$ cat src/rtl/regfile_pkg.sv
// Shared constants and helpers for the scoreboarded register file.
// No timing of its own; no flow control.
package regfile_pkg;

  localparam int DATA_W_DEF = 32;
  localparam int ADDR_W_DEF = 5;
  localparam int ZERO_ADDR  = 0;

  // Widest pending vector the popcount helper accepts (ADDR_W up to 8).
  localparam int POP_MAX = 256;

  function automatic int unsigned popcount(input logic [POP_MAX-1:0] v);
    int unsigned cnt;
    cnt = 0;
    for (int i = 0; i < POP_MAX; i++) begin
      if (v[i]) cnt++;
    end
    return cnt;
  endfunction

endpackage

$ cat src/rtl/regfile_sb_port.sv
// One read port: zero-register handling, writeback bypass and busy flag.
// Latency 0 (pure combinational); no backpressure.
module regfile_sb_port
  import regfile_pkg::*;
#(
  parameter int DATA_W   = DATA_W_DEF,
  parameter int ADDR_W   = ADDR_W_DEF,
  parameter int ZERO_REG = 1
) (
  input  logic [ADDR_W-1:0] raddr,
  input  logic              we,
  input  logic [ADDR_W-1:0] waddr,
  input  logic [DATA_W-1:0] wdata,
  input  logic [DATA_W-1:0] rd_q,
  input  logic              pend_q,
  output logic [DATA_W-1:0] rdata,
  output logic              rbusy
);

  logic is_zero;
  logic hit;

  assign is_zero = (ZERO_REG != 0) && (raddr == ADDR_W'(ZERO_ADDR));
  assign hit     = we && (waddr == raddr);

  always_comb begin
    rdata = rd_q;
    if (is_zero)  rdata = '0;
    else if (hit) rdata = wdata;
  end

  // A same-cycle writeback is the producer the operand was waiting on.
  assign rbusy = pend_q & ~hit & ~is_zero;

endmodule

$ cat src/rtl/regfile_sb.sv
// Register file with NREAD bypassed read ports and per-register pending bits.
// Read latency 0, write/reserve visible next cycle; no backpressure.
module regfile_sb
  import regfile_pkg::*;
#(
  parameter int DATA_W   = DATA_W_DEF,
  parameter int ADDR_W   = ADDR_W_DEF,
  parameter int NREAD    = 2,
  parameter int ZERO_REG = 1
) (
  input  logic                    clk,
  input  logic                    rst,
  input  logic                    we,
  input  logic [ADDR_W-1:0]       waddr,
  input  logic [DATA_W-1:0]       wdata,
  input  logic [NREAD*ADDR_W-1:0] raddr,
  output logic [NREAD*DATA_W-1:0] rdata,
  output logic [NREAD-1:0]        rbusy,
  input  logic                    rsv_en,
  input  logic [ADDR_W-1:0]       rsv_addr,
  input  logic                    flush,
  output logic [ADDR_W:0]         pend_cnt
);

  localparam int DEPTH = 2 ** ADDR_W;

  logic [DATA_W-1:0] regs [DEPTH];
  logic [DEPTH-1:0]  pending;
  logic [DEPTH-1:0]  pend_nxt;
  logic [POP_MAX-1:0] pend_ext;
  logic              wen;
  logic              rsv_ok;

  assign wen    = we && !((ZERO_REG != 0) && (waddr == ADDR_W'(ZERO_ADDR)));
  assign rsv_ok = rsv_en && !((ZERO_REG != 0) && (rsv_addr == ADDR_W'(ZERO_ADDR)));

  // Later assignments win: flush over reserve over write-release.
  always_comb begin
    pend_nxt = pending;
    if (wen)    pend_nxt[waddr]    = 1'b0;
    if (rsv_ok) pend_nxt[rsv_addr] = 1'b1;
    if (flush)  pend_nxt           = '0;
  end

  always_comb begin
    pend_ext = '0;
    pend_ext[DEPTH-1:0] = pend_nxt;
  end

  always_ff @(posedge clk or posedge rst) begin
    if (rst) begin
      for (int i = 0; i < DEPTH; i++) regs[i] <= '0;
    end else if (wen) begin
      regs[waddr] <= wdata;
    end
  end

  always_ff @(posedge clk or posedge rst) begin
    if (rst) begin
      pending  <= '0;
      pend_cnt <= '0;
    end else begin
      pending  <= pend_nxt;
      pend_cnt <= (ADDR_W+1)'(popcount(pend_ext));
    end
  end

  for (genvar k = 0; k < NREAD; k++) begin : g_port
    logic [ADDR_W-1:0] ra;
    assign ra = raddr[k*ADDR_W +: ADDR_W];

    regfile_sb_port #(
      .DATA_W   (DATA_W),
      .ADDR_W   (ADDR_W),
      .ZERO_REG (ZERO_REG)
    ) u_port (
      .raddr  (ra),
      .we     (we),
      .waddr  (waddr),
      .wdata  (wdata),
      .rd_q   (regs[ra]),
      .pend_q (pending[ra]),
      .rdata  (rdata[k*DATA_W +: DATA_W]),
      .rbusy  (rbusy[k])
    );
  end

endmodule

$ cat config.mk
export PLATFORM = sky130hd
export DESIGN_NAME = regfile_sb
export DESIGN_NICKNAME = d
export VERILOG_FILES = /design/src/rtl/regfile_pkg.sv /design/src/rtl/regfile_sb_port.sv /design/src/rtl/regfile_sb.sv
export SDC_FILE = /design/constraint.sdc
export NUM_CORES = 2
export LEC_CHECK = 0
export CAP_MARGIN = 40
export CORE_ASPECT_RATIO = 0.9
export CORE_MARGIN = 2
export CORE_UTILIZATION = 50
export DETAILED_ROUTE_END_ITERATION = 6
export GPL_ROUTABILITY_DRIVEN = 0
export HOLD_SLACK_MARGIN = 0.02
export MAX_ROUTING_LAYER = met4
export PLACE_DENSITY = 0.69
export SLEW_MARGIN = 5
export SYNTH_ARGS = -nofsm -noshare
export SYNTH_HDL_FRONTEND = slang
export SYNTH_SLANG_ARGS = --single-unit
$ cat constraint.sdc
create_clock -name clk -period 37.2 [get_ports clk]
set_input_delay 9.3 -clock clk [delete_from_list [all_inputs] [get_ports clk]]
set_output_delay 9.3 -clock clk [all_outputs]
set_load 0.005 [all_outputs]
==> impl_metrics.json <==
{
  "outcome": "completed",
  "fp.dieH_um": 339,
  "setup_viol": 0,
  "p_sw_mw": 0.938,
  "required_ns": 37.79,
  "grt_pass1_wl_um": 279000,
  "grt-ovfl-total": 0,
  "clockBufferDepth": 3,
  "cp_num_buf_inv": 9,
  "hpwl_um": 108000,
  "fin_util": 0.565,
  "powerDensity_nw_per_um2": 49.3,
  "routedWlPerCell_um": 29.5,
  "postCtsResizedCells": 0,
  "end_kind": "register",
  "pwr-share-comb": 0.218,
  "final.fill_count": 9809,
  "p_clk_frac": 0.339,
  "dp_cells": 6097,
  "finalSetupTns_ns": 0,
  "synthTopCellsByArea": "dfrtp_1 43%, mux4_2 18%, mux2_2 18%, mux2i_1 3.7%, clkbuf_1 2.2%",
  "antenna_found_initial": 1,
  "cts_tree": "built",
  "synth.distinct_cells": 97,
  "ys_top_cells_by_count": "1062 x dfrtp_1, 976 x mux2_2, 508 x mux4_2, 359 x clkbuf_1, 307 x nand2_1",
  "seqPwrFrac": 0.443,
  "pin_count": 129,
  "p_int_mw": 2.50,
  "drtAntennaViolNets": 0,
  "finalCriticalPeriod_ns": 28.09,
  "wirelength_um": 186000,
  "area_delta_synth_final_pct": 12.0,
  "clk_pin_slew_worst_paths_ns": 0.07,
  "cts_hold_buf": 0,
  "cp.arrival_ns": 28.67,
  "stdcell_area_um2": 69700,
  "start_util": 0.505,
  "rows": 122,
  "multi_input_area_um2": 34000,
  "avgViaCountPerCell": 6.67,
  "period_share": 0.755,
  "clock-sinks": 1062,
  "seq_area_um2": 26600,
  "synth.avg_cell_area_um2": 13.3,
  "dieWidth_um": 376,
  "yosysTopAreaCellShare": 0.427,
  "hold_viol": 0,
  "layout-drive-gt1-share": 0.411,
  "cap_violations": 0,
  "insertion_delay_ns": 0.71,
  "dieArea_um2": 127000,
  "place_area_um2": 65900,
  "ir_drop_mv": 0.0396,
  "slew_headroom": 0.225,
  "root_buffer": "clkbuf_16",
  "fin_ws_ns": 9.11,
  "cts_setup_buffers": 0,
  "first_pass_iters": 5,
  "slew_viol_final": 0,
  "grt_max_degree": 167,
  "drtIter0Drc": 4163,
  "synth_top_flop_cell": "dfrtp_1",
  "worstSetupPathType": "in2reg",
  "synthCells": 4688,
  "nNetsFinal": 4687,
  "grt_setup_unrepaired": "no",
  "vias": 42100,
  "gr-usage-all-layers": 0.300,
  "power_leakage_nw": 29.9,
  "cts_made_buffers": 113,
  "fmax_mhz": 35.6,
  "fin_skew_ns": 0.0117,
  "slowest_delay_ns": 0.77,
  "ys.warnings.count": 0,
  "synthMostInstantiatedCell": "dfrtp_1",
  "crit_path_max_fanout": 33,
  "synthArstFlopShare": 1.00,
  "synth-edff-count": 0,
  "path_delay_family": "compound AO/OA/AOI/OAI gates",
  "crit_path_top_delay_cell": "o41ai_1",
  "core-area_um2": 123000,
  "crit_top_cell": "ha_1",
  "port_buffers": 128,
  "grt_pass1_vias": 42500,
  "final_cells": 6304,
  "syn-cell-area_um2": 62300,
  "min_path_type": "reg2reg",
  "drc": 0,
  "power_switching_share": 0.273,
  "yosys_register_bits": 1062,
  "yosys.area.top_type": "dfrtp_1",
  "startpoint_type": "primary input",
  "seq_area_frac_synth": 0.427,
  "h-tree-depth": 3,
  "worst_pin_slew_ns": 1.16,
  "place_ws_ns": 8.54,
  "synth_nets": 4775
}
-- metal layers --
metal  share of wire  global-route usage  up-vias
li1                -                   -    17600
met1            0.42               0.418    22300
met2            0.46               0.446     1772
met3           0.083              0.0549      358
met4           0.034              0.0996        0
met5               0                   -        -
-- flip-flops by register name, summed over array words and instances (netlist names) --
| signal | count |
|---|---|
| regs | 1024 |
| pending | 32 |
| pend_cnt | 6 |
-- cell type report --
class                           count  area share
Timing Repair Buffer              272      0.0455
Clock inverter                     42     0.00745
Antenna cell                        2   0.0000718
Tap cell                         1612      0.0289
Multi-Input combinational cell   3099       0.487
Clock buffer                      163      0.0470
Sequential cell                  1062       0.381
Inverter                           52     0.00300
-- power by group through the flow --
stage	logic (mW)	registers [mW]	clock network, mW
after floorplan	0.577	1.49	0
after global placement	0.723	1.52	0
after detailed placement	0.748	1.53	0
after CTS	0.751	1.51	1.18
after global routing	0.805	1.55	1.22
final	0.748	1.52	1.17
-- per-stage QoR --
step / power (mW) / hold slack (ns)
CTS: 3.44 / 0.396
floorplan: 2.07 / 0.441
global route: 3.58 / 0.415
detailed placement: 2.28 / 0.382
global placement: 2.24 / 0.376
finish: 3.43 / 0.394
-- placed cells by master (no fill, tap or decap), types with 25 or more instances in the layout --
| cell | n |
|---|---|
| dfrtp_1 | 1062 |
| mux2_2 | 976 |
| mux4_2 | 508 |
| nand2_1 | 292 |
| mux2i_1 | 230 |
| a21oi_1 | 139 |
| nor2_1 | 132 |
| clkdlybuf4s50_1 | 117 |
| clkbuf_16 | 115 |
| buf_4 | 91 |
| xnor2_1 | 82 |
| a211oi_1 | 77 |
| o21ai_0 | 72 |
| o211ai_1 | 66 |
| a22oi_1 | 50 |
| a221oi_1 | 45 |
| inv_1 | 43 |
| xor2_1 | 32 |
| ha_1 | 30 |
| nor2b_1 | 28 |
| clkbuf_1 | 26 |
| nand3_1 | 25 |
| buf_16 | 25 |
-- path summary, 6_finish.rpt --
path,start,slack [ns],to,depth (start not counted)
worst min register to register,regs[1017],0.39,regs[1017],0
worst max-delay path,waddr[0],9.11,pend_cnt[5],87
worst min-delay path,regs[1017],0.39,regs[1017],0
min in group asynchronous,rst,8.91,regs[430],2
worst max register to register,pending[1],19.23,pend_cnt[5],84
max in group asynchronous,rst,24.70,pend_cnt[0],6
-- cell families after synthesis --
| group | share of synthesized area |
|---|---|
| AND/OR/NAND/NOR | 0.0490 |
| multiplexers | 0.397 |
| XOR/XNOR | 0.0279 |
| flip-flops | 0.427 |
| buffers and inverters | 0.0325 |
| adder cells (fa/ha/maj) | 0.00635 |
| AO/OA/AOI/OAI | 0.0601 |
-- worst reg2reg max path: cells and delay by family (launching register included) --
family	cells	cell delay (ns)
AO/OA/AOI/OAI	25	5.21
adder cells (fa/ha/maj)	16	4.75
AND/OR/NAND/NOR	18	3.12
multiplexers	9	2.04
XOR/XNOR	8	1.54
buffers and inverters	8	0.79
flip-flops	1	0.41
Note: power is estimated with default switching activity, not from simulation.
